==> src/rtl/noise_gate_pkg.sv <==
// -----------------------------------------------------------------------------
// noise_gate_pkg
// Shared definitions for the guitar-chain noise gate: datapath widths, gain
// ramp constants, the gate FSM state encoding and the close-threshold helper.
// -----------------------------------------------------------------------------
package noise_gate_pkg;

  localparam int FXP_SIZE  = 16;  // sample width, signed two's complement
  localparam int GAIN_BITS = 8;   // gain fraction bits
  localparam int GAIN_W    = GAIN_BITS + 1;  // gain spans 0..256 inclusive
  localparam int ENV_SHIFT = 6;   // envelope decay shift
  localparam int HOLD_BITS = 12;  // hold-length width

  localparam logic [GAIN_W-1:0] GAIN_ONE     = GAIN_W'(1 << GAIN_BITS);
  localparam logic [GAIN_W-1:0] ATTACK_STEP  = GAIN_W'(16);
  localparam logic [GAIN_W-1:0] RELEASE_STEP = GAIN_W'(1);

  typedef enum logic [2:0] {
    ST_CLOSED  = 3'd0,
    ST_ATTACK  = 3'd1,
    ST_OPEN    = 3'd2,
    ST_HOLD    = 3'd3,
    ST_RELEASE = 3'd4
  } gate_state_t;

  // Close level sits 25 % below the open threshold so the gate does not
  // chatter when the envelope hovers around a single level.
  function automatic logic [FXP_SIZE-1:0] close_level(input logic [FXP_SIZE-1:0] thr);
    return thr - (thr >> 2);
  endfunction

endpackage

==> src/rtl/gate_env_follower.sv <==
// -----------------------------------------------------------------------------
// gate_env_follower
// Stage 1 of the noise gate: registers the incoming sample and tracks a peak
// envelope of its magnitude (instant attack, exponential decay per sample).
//
// Ports:
//   clk, rst      clock, asynchronous active-high reset
//   i_valid       input sample strobe
//   i_sample      signed input sample
//   o_valid       registered strobe (stage-1 valid)
//   o_sample      registered sample
//   o_env         envelope after this sample's update (unsigned)
// -----------------------------------------------------------------------------
module gate_env_follower
  import noise_gate_pkg::*;
(
  input  logic                       clk,
  input  logic                       rst,
  input  logic                       i_valid,
  input  logic signed [FXP_SIZE-1:0] i_sample,
  output logic                       o_valid,
  output logic signed [FXP_SIZE-1:0] o_sample,
  output logic        [FXP_SIZE-1:0] o_env
);

  localparam logic signed [FXP_SIZE-1:0] S_MIN   = {1'b1, {(FXP_SIZE-1){1'b0}}};
  localparam logic        [FXP_SIZE-1:0] MAG_MAX = {1'b0, {(FXP_SIZE-1){1'b1}}};

  logic        [FXP_SIZE-1:0] mag;
  logic        [FXP_SIZE-1:0] env_d,    env_q;
  logic signed [FXP_SIZE-1:0] sample_d, sample_q;
  logic                       valid_d,  valid_q;

  // NOTE: every signal assigned in always_comb gets a default first, so no
  // path through the block can leave it unassigned and infer a latch.
  always_comb begin
    // The most negative sample has no positive twin; saturate its magnitude.
    if (i_sample == S_MIN) begin
      mag = MAG_MAX;
    end else if (i_sample[FXP_SIZE-1]) begin
      mag = -i_sample;
    end else begin
      mag = i_sample;
    end

    env_d    = env_q;
    sample_d = sample_q;
    valid_d  = i_valid;

    // Decay is applied per sample, so idle cycles leave the envelope alone.
    if (i_valid) begin
      sample_d = i_sample;
      env_d    = (mag > env_q) ? mag : env_q - (env_q >> ENV_SHIFT);
    end
  end

  // NOTE: sequential state uses non-blocking assignments so every flop
  // samples the pre-edge values, independent of statement order.
  always_ff @(posedge clk or posedge rst) begin
    if (rst) begin
      env_q    <= '0;
      sample_q <= '0;
      valid_q  <= 1'b0;
    end else begin
      env_q    <= env_d;
      sample_q <= sample_d;
      valid_q  <= valid_d;
    end
  end

  assign o_valid  = valid_q;
  assign o_sample = sample_q;
  assign o_env    = env_q;

endmodule

==> src/rtl/noise_gate.sv <==
// -----------------------------------------------------------------------------
// noise_gate
// Upstream noise gate feeding the overdrive sample input. Stage 1 (envelope
// follower) registers the sample and envelope; stage 2 runs the
// CLOSED/ATTACK/OPEN/HOLD/RELEASE FSM, ramps the gain and registers the gated
// sample. Latency is two cycles, one sample per cycle, no backpressure.
//
// Ports:
//   clk, rst      clock, asynchronous active-high reset
//   i_valid       input sample strobe
//   i_sample      signed input sample
//   i_threshold   unsigned open threshold (magnitude)
//   i_hold        hold length in samples
//   i_bypass      1 = pass the sample ungated (FSM keeps running)
//   o_valid       output strobe
//   o_sample      signed gated sample
//   o_state       current FSM state (debug)
// -----------------------------------------------------------------------------
module noise_gate
  import noise_gate_pkg::*;
(
  input  logic                        clk,
  input  logic                        rst,
  input  logic                        i_valid,
  input  logic signed [FXP_SIZE-1:0]  i_sample,
  input  logic        [FXP_SIZE-1:0]  i_threshold,
  input  logic        [HOLD_BITS-1:0] i_hold,
  input  logic                        i_bypass,
  output logic                        o_valid,
  output logic signed [FXP_SIZE-1:0]  o_sample,
  output logic        [2:0]           o_state
);

  logic                       s1_valid;
  logic signed [FXP_SIZE-1:0] s1_sample;
  logic        [FXP_SIZE-1:0] env;

  gate_env_follower u_env (
    .clk      (clk),
    .rst      (rst),
    .i_valid  (i_valid),
    .i_sample (i_sample),
    .o_valid  (s1_valid),
    .o_sample (s1_sample),
    .o_env    (env)
  );

  gate_state_t                state_d,    state_q;
  logic        [GAIN_W-1:0]   g_d,        g_q;
  logic        [HOLD_BITS-1:0] hold_cnt_d, hold_cnt_q;
  logic                       o_valid_d,  o_valid_q;
  logic signed [FXP_SIZE-1:0] o_sample_d, o_sample_q;

  logic                            is_open;
  logic                            is_close;
  logic        [GAIN_W:0]          g_up;
  logic signed [FXP_SIZE+GAIN_W:0] product;

  always_comb begin
    is_open  = (env >= i_threshold);
    is_close = (env < close_level(i_threshold));
    g_up     = {1'b0, g_q} + {1'b0, ATTACK_STEP};
    // Gain is unsigned; a zero sign bit keeps the multiply signed x positive.
    product  = s1_sample * $signed({1'b0, g_q});

    state_d    = state_q;
    g_d        = g_q;
    hold_cnt_d = hold_cnt_q;
    o_valid_d  = s1_valid;
    o_sample_d = o_sample_q;

    if (s1_valid) begin
      // Output uses the gain from before this sample's FSM update. Taking the
      // slice above GAIN_BITS is an arithmetic shift, rounding toward -inf.
      o_sample_d = i_bypass ? s1_sample : product[GAIN_BITS +: FXP_SIZE];

      // Between the close and open levels every state simply holds.
      unique case (state_q)
        ST_CLOSED: begin
          if (is_open) state_d = ST_ATTACK;
        end
        ST_ATTACK: begin
          if (g_up >= {1'b0, GAIN_ONE}) begin
            g_d     = GAIN_ONE;
            state_d = ST_OPEN;
          end else begin
            g_d = g_up[GAIN_W-1:0];
          end
        end
        ST_OPEN: begin
          if (is_close) begin
            state_d    = ST_HOLD;
            hold_cnt_d = i_hold;
          end
        end
        ST_HOLD: begin
          if (is_open) begin
            state_d = ST_OPEN;
          end else if (hold_cnt_q == '0) begin
            state_d = ST_RELEASE;
          end else begin
            hold_cnt_d = hold_cnt_q - HOLD_BITS'(1);
          end
        end
        ST_RELEASE: begin
          if (is_open) begin
            state_d = ST_ATTACK;  // ramp resumes from the current gain
          end else if (g_q <= RELEASE_STEP) begin
            g_d     = '0;
            state_d = ST_CLOSED;
          end else begin
            g_d = g_q - RELEASE_STEP;
          end
        end
        default: begin
          state_d = ST_CLOSED;
          g_d     = '0;
        end
      endcase
    end
  end

  always_ff @(posedge clk or posedge rst) begin
    if (rst) begin
      state_q    <= ST_CLOSED;
      g_q        <= '0;
      hold_cnt_q <= '0;
      o_valid_q  <= 1'b0;
      o_sample_q <= '0;
    end else begin
      state_q    <= state_d;
      g_q        <= g_d;
      hold_cnt_q <= hold_cnt_d;
      o_valid_q  <= o_valid_d;
      o_sample_q <= o_sample_d;
    end
  end

  assign o_valid  = o_valid_q;
  assign o_sample = o_sample_q;
  assign o_state  = state_q;

endmodule

==> config.mk <==
export PLATFORM = sky130hd
export DESIGN_NAME = noise_gate
export DESIGN_NICKNAME = d
export VERILOG_FILES = /design/src/rtl/noise_gate_pkg.sv /design/src/rtl/gate_env_follower.sv /design/src/rtl/noise_gate.sv
export SDC_FILE = /design/constraint.sdc
export NUM_CORES = 1
export LEC_CHECK = 0
export ABC_AREA = 1
export CELL_PAD_IN_SITES_DETAIL_PLACEMENT = 1
export CELL_PAD_IN_SITES_GLOBAL_PLACEMENT = 2
export CORE_UTILIZATION = 38
export DETAILED_ROUTE_END_ITERATION = 7
export PLACE_DENSITY = 0.93
export SYNTH_ARGS = -nofsm -noshare
export SYNTH_HDL_FRONTEND = slang
export SYNTH_SLANG_ARGS = --single-unit
export TNS_END_PERCENT = 1
==> constraint.sdc <==
create_clock -name clk -period 11.3 [get_ports clk]
set_input_delay 2.26 -clock clk [delete_from_list [all_inputs] [get_ports clk]]
set_output_delay 2.26 -clock clk [all_outputs]
set_load 0.005 [all_outputs]
# --- After elaboration in Yosys (flattened, before gate mapping) ---
# Index checks and enable logic that the tools add are counted.
classes:
  mux: 20
  n_mul: 1
  n_reduce_logical: 7
  n_lt_le_gt_ge: 5
  eq_ne: 13
  addsub: 6
  bitwise_logic: 1
op_table:
  columns: ["op", "count"]
  rows:
  - ["$mux W16", 4]
  - ["$mux W12", 3]
  - ["$mux W9", 3]
  - ["$pmux W9 S3", 1]
  - ["$mul A16 B10 Y24", 1]
  - ["$pmux W12 S2", 1]
  - ["$mux W3", 7]
  - ["$eq A16 B16 Y1 const B", 1]
  - ["$ge A16 B16 Y1", 1]
  - ["$gt A16 B16 Y1", 1]
  - ["$lt A16 B16 Y1", 1]
  - ["$neg A16 Y16", 1]
  - ["$sub A16 B10 Y16", 1]
  - ["$sub A16 B14 Y16", 1]
  - ["$pmux W3 S5", 1]
  - ["$logic_not A12 Y1", 1]
  - ["$ne A2 B2 Y1 const B", 6]
  - ["$sub A12 B1 Y12 const B", 1]
  - ["$add A9 B5 Y10 const B", 1]
  - ["$ge A10 B9 Y1 const B", 1]
  - ["$le A9 B1 Y1 const B", 1]
  - ["$sub A9 B1 Y9 const B", 1]
  - ["$eq A3 B2 Y1 const B", 2]
  - ["$ne A3 B3 Y1 const B", 2]
  - ["9 further kinds", 9]
word_totals:
  register_bits: 74
  output_inout_bits: 20
  wordCells: 61

# --- Depth between registers and ports, before layout ---
depth:
  depth_word: 5
  depth_mapped: 26
  ltp_nobuf: 24

# --- By module ---
# From an unflattened synthesis, not the netlist that was laid out.
unflattened:
  cells_unflattened: 1901
  hier_area_um2: 12732.2
by_module_without_submodules:
  columns: ["module", "area_each_um2", "seq_area_each_um2", "instances", "cells_each"]
  rows:
  - ["noise_gate", 9499.1, 1026.0, 1, 1381]
  - ["gate_env_follower", 3233.1, 825.8, 1, 520]

# --- Worst setup path before layout ---
# Ideal clock, no wire load.
synth_path:
  path_type: "register to register"
  start: "register g_q[2]"
  end: "register o_sample_q[10], in the netlist o_sample[10]"
  setup_time_ns: 0.117
  n_path_buf: 2
  arrival_time_ns: 4.987
  required_time_ns: 11.183
  stages_incl_launch_ff: 26
  path_slack_ns: 6.196
  path_cell_list: "dfrtp_1 clkbuf_1 clkbuf_1 nand2_1 fa_1 inv_1 fa_1 inv_1 fa_1 inv_1 fa_1 inv_1 fa_1 inv_1 ha_1 nand2_1 o21ai_0 nand2_1 nand2_1 inv_1 nand2_2 nand2_1 nand3_1 nand3_1 nand2_1 nand2_1"
synth_via:
  elab_chain_cells: 2
synth_rtl:
  columns: ["element", "line_no", "rtl"]
  rows:
  - ["start, declared", "noise_gate.sv:49", "logic [GAIN_W-1:0] g_d, g_q;"]
  - ["start signal, assigned", "noise_gate.sv:132", "g_q <= g_d;"]
  - ["$mul A16 B10 Y24", "noise_gate.sv:64", "product = s1_sample * $signed({1'b0, g_q});"]
  - ["$mux W16", "noise_gate.sv:75", "o_sample_d = i_bypass ? s1_sample : product[GAIN_BITS +: FXP_SIZE];"]
  - ["end signal, assigned", "noise_gate.sv:135", "o_sample_q <= o_sample_d;"]
  - ["end, declared", "noise_gate.sv:52", "logic signed [FXP_SIZE-1:0] o_sample_d, o_sample_q;"]
# Every way passes these cells.
# A chain may end at the register's enable or synchronous reset.

# --- Worst setup path after layout ---
layout_path:
  start: "register g_q[3]"
  end: "register o_sample_q[4], in the netlist o_sample[4]"
# The elaborated chain is that of the path after synthesis.

==> results.md <==
- Status: finished clean
- GRT Max-Usage Layer: met2
- Post-Syn Area per Cell: 6.85 um^2
- Pwr per Cell Area: 179 mW/mm^2
- Crit Path Category: reg2reg
- Htree depth: 3
- GR Util met2: 43.4%
- CTS clk-pin slew, worst paths: 0.07 ns
- Top-area cell type share of the netlist area: 18.8%
- FP Rows: 65
- Switch Pwr: 0.00129 W
- Seq/Total Area, Yosys: 15.0%
- Comb power frac: 66.1%
- Drt drc: 0
- Syn Nets: 2,092
- Worst-margin pin slew: 1.06 ns
- TritonRoute pass-1 iters: 5
- Wire per inst: 16.7 um
- Core area: 0.0317 mm^2
- Vias: 11,400
- Ports: 68
- # placed instances: 2,221
- Area leader, netlist: fa_1
- Hold Crit Depth: 2
- Post-Route Skew: 0.0117 ns
- Initial core utilization: 38.9%
- GR Overflow Total: 0
- GR Layer Usage met3: 2.39%
- Crit end category: flip-flop
- Reg power frac: 20.4%
- Clock sink count: 74
- Total CTS buffers: 9
- Clk buf depth: 2
- R2R cell count: 20
- Period utilisation layout: 51.3%
- Setup TNS: 0 ns
- Fmax: 0.172 GHz
- Area delta synth->final: 10.4%
- Peak VDD IR: 0.0000825 V
- Critical Path AT: 6.04 ns
- Hold buffer count at CTS: 0
- Worst hold path class: reg2reg
- Synth Warn #: 0
- WL final: 37,400 um
- Synth Cell Area: 0.0123 mm^2
- Max_slew headroom: 29.1%
- Hold endpoint: o_sample[9]
- Slew Limit Fails: 0
- Final ANT Viol Nets: 0
- Port bufs: 67
- Height of the die: 182 um
- Crit path launch type: flip-flop
- Largest net degree at the start of global routing: 75
- Max Cap Viol: 0
- # resized after CTS: 0
- NumNets Final: 2,121
- Clk_lat worst skew: 0.36 ns
- Setup Buffers After CTS: 0
- #FFs+latches synth: 74
- Req. time, crit path: 11.54 ns
- Root Driver: clkbuf_16
- Clk network pwr share: 13.5%
- Pint: 0.00115 W
- Placer Congestion: 0.869
- Final Setup Violations: 0
- LEAKAGE: 7.89 nW
- Final std cells w/o fill: 2,237
- Via density: 5.09
- Die area: 0.0332 mm^2
- Met1 GRT Util: 30.2%
- R2r setup slk: 5.50 ns
- Cells after Synth: 1,801
- Dpl hpwl: 30,800 um
- CP max FO: 21
- Yosys cell types: 47
- Ant diodes: 0
- Ranking of synthesized cells by area: fa_1, nand2_1, dfrtp_1, ha_1, inv_1
- Critical R2R Capture: o_sample[4]
- Initial antenna violation count: 0
- Die width: 182 um
- Vias in the first global route: 12,500
- Switching share of power: 52.8%
- Final hold viol count: 0
- Layout cell share with drive strength beyond 1: 3.16%
- GRT Total Usage: 24.0%
- RSZ-0062 raised after global routing: no
- Min-delay src: o_sample[9]
- TritonCTS clock tree: built
- Drt first-iter violations: 443
- First-pass GRT wire length: 63,400 um
- Reg2reg start: g_q[3]
- Final min period: 5.80 ns
==> how the worst max path moves through the flow <==
| stage | depth (start not counted) | slack, ns | start | end |
|---|---|---|---|---|
| 2_1_floorplan | 25 | 6.20 | g_q[2] | o_sample[10] |
| 3_3_place_gp | 23 | 5.38 | i_threshold[2] | hold_cnt_q[0] |
| 3_5_place_dp | 23 | 5.23 | i_threshold[2] | hold_cnt_q[9] |
| 4_1_cts | 20 | 5.46 | g_q[3] | o_sample[4] |
| 5_1_grt | 20 | 5.04 | g_q[3] | o_sample[4] |
| 6_report | 20 | 5.50 | g_q[3] | o_sample[4] |
==> registers in the layout, summed over array words and instances (netlist names) <==
name / cells
o_sample: 16
u_env.o_env: 16
u_env.o_sample: 16
hold_cnt_q: 12
g_q: 9
o_state: 3
o_valid: 1
u_env.o_valid: 1
==> cells in the final DEF (no fill, tap or decap), types with 2 or more instances in the layout <==
cell type	synthesis	layout
a21o_1	4	4
a21oi_1	88	88
a22oi_1	2	2
a31oi_1	2	2
and2_1	3	3
buf_4	6	7
bufinv_16	0	2
clkbuf_16	0	9
clkdlybuf4s50_1	0	67
clkinvlp_4	0	2
dfrtp_1	74	74
fa_1	116	116
ha_1	127	127
inv_1	374	373
inv_2	4	4
inv_6	0	2
mux2i_1	2	2
nand2_1	535	535
nand2_2	7	7
nand2_4	2	2
nand3_1	97	97
nand3_2	6	6
nand3b_1	2	2
nand4_1	16	16
nand4_4	2	2
nor2_1	96	96
nor2_2	2	2
nor2_4	3	3
nor3_1	21	21
nor3b_1	2	2
nor4_1	2	2
o21a_1	5	5
o21ai_0	64	64
o21ai_1	25	25
o22ai_1	3	3
or2_2	2	2
xnor2_1	7	7
xor2_1	40	40
==> synth_stat cells (all sizes together) <==
library cell and n:
nand2 544, inv 378, ha 127, fa 116
nand3 103, nor2 101, o21ai 90, a21oi 88
dfrtp 74, xor2 40, clkbuf 33, buf 23
nor3 23, nand4 19, xnor2 7, o21a 5
a21o 4, and2 3, nor3b 3, o22ai 3
a22oi 2, a31oi 2, mux2i 2, nand3b 2
nor4 2, or2 2, a211oi 1, a21boi 1
and3 1, nor4b 1, o211ai 1
==> through the flow <==
step           util (%)  power (W)  worst slack [ns]  hold WS (ns)  area [um^2]
2_1_floorplan         -    0.00165              6.20         0.459        12300
6_report           43.0    0.00244              5.50         0.477        13600
3_3_place_gp       41.9    0.00205              5.38         0.461        13300
5_1_grt            43.0    0.00273              5.04         0.512        13600
4_1_cts            43.0    0.00246              5.46         0.483        13600
3_5_place_dp       41.9    0.00212              5.23         0.464        13300
==> cells by family after synthesis <==
group | share of synthesized area, %
xor+xnor | 3.34
mux | 0.162
simple gates | 27.8
buf+inv | 13.7
fa+ha+maj | 31.7
flops | 15.0
compound gates | 8.35
==> layer usage <==
layer	routed length [um]	up-vias	part of all wire [%]
li1	-	5571	-
met1	17000	5632	46
met2	18700	141	50
met3	838	38	2.2
met4	804	0	2.1
met5	0	-	0
==> layout make-up <==
type,instances,area [um^2]
clock inverters,7,101
fillers,4144,18100
flip-flops and latches,74,1850
inverters,378,1420
well taps,402,503
multi-input cells,1293,8800
clock buffers,9,225
repair buffers,74,723
==> power groups by stage <==
stage               clock network, W  logic (W)  registers (W)
floorplan                          0    0.00123       0.000416
global placement                   0    0.00155       0.000498
detailed placement                 0    0.00162       0.000501
CTS                         0.000334    0.00163       0.000498
global route                0.000343    0.00187       0.000513
finish                      0.000330    0.00161       0.000497
==> worst max-delay path: stages (launching register included) <==
cell and delay, ns:
dfrtp_1 0.91, nand2_1 0.19, fa_1 0.59, inv_1 0.06, fa_1 0.50, inv_1 0.05
fa_1 0.48, inv_1 0.06, fa_1 0.53, inv_1 0.05, fa_1 0.54, inv_1 0.04
ha_1 0.36, nand2_1 0.14, nor2_1 0.15, nor3b_1 0.37, nand2_1 0.12, nand3_1 0.11
nand2_1 0.05, o21ai_0 0.28, nand2_1 0.08
(Power assumes the default switching activity.)
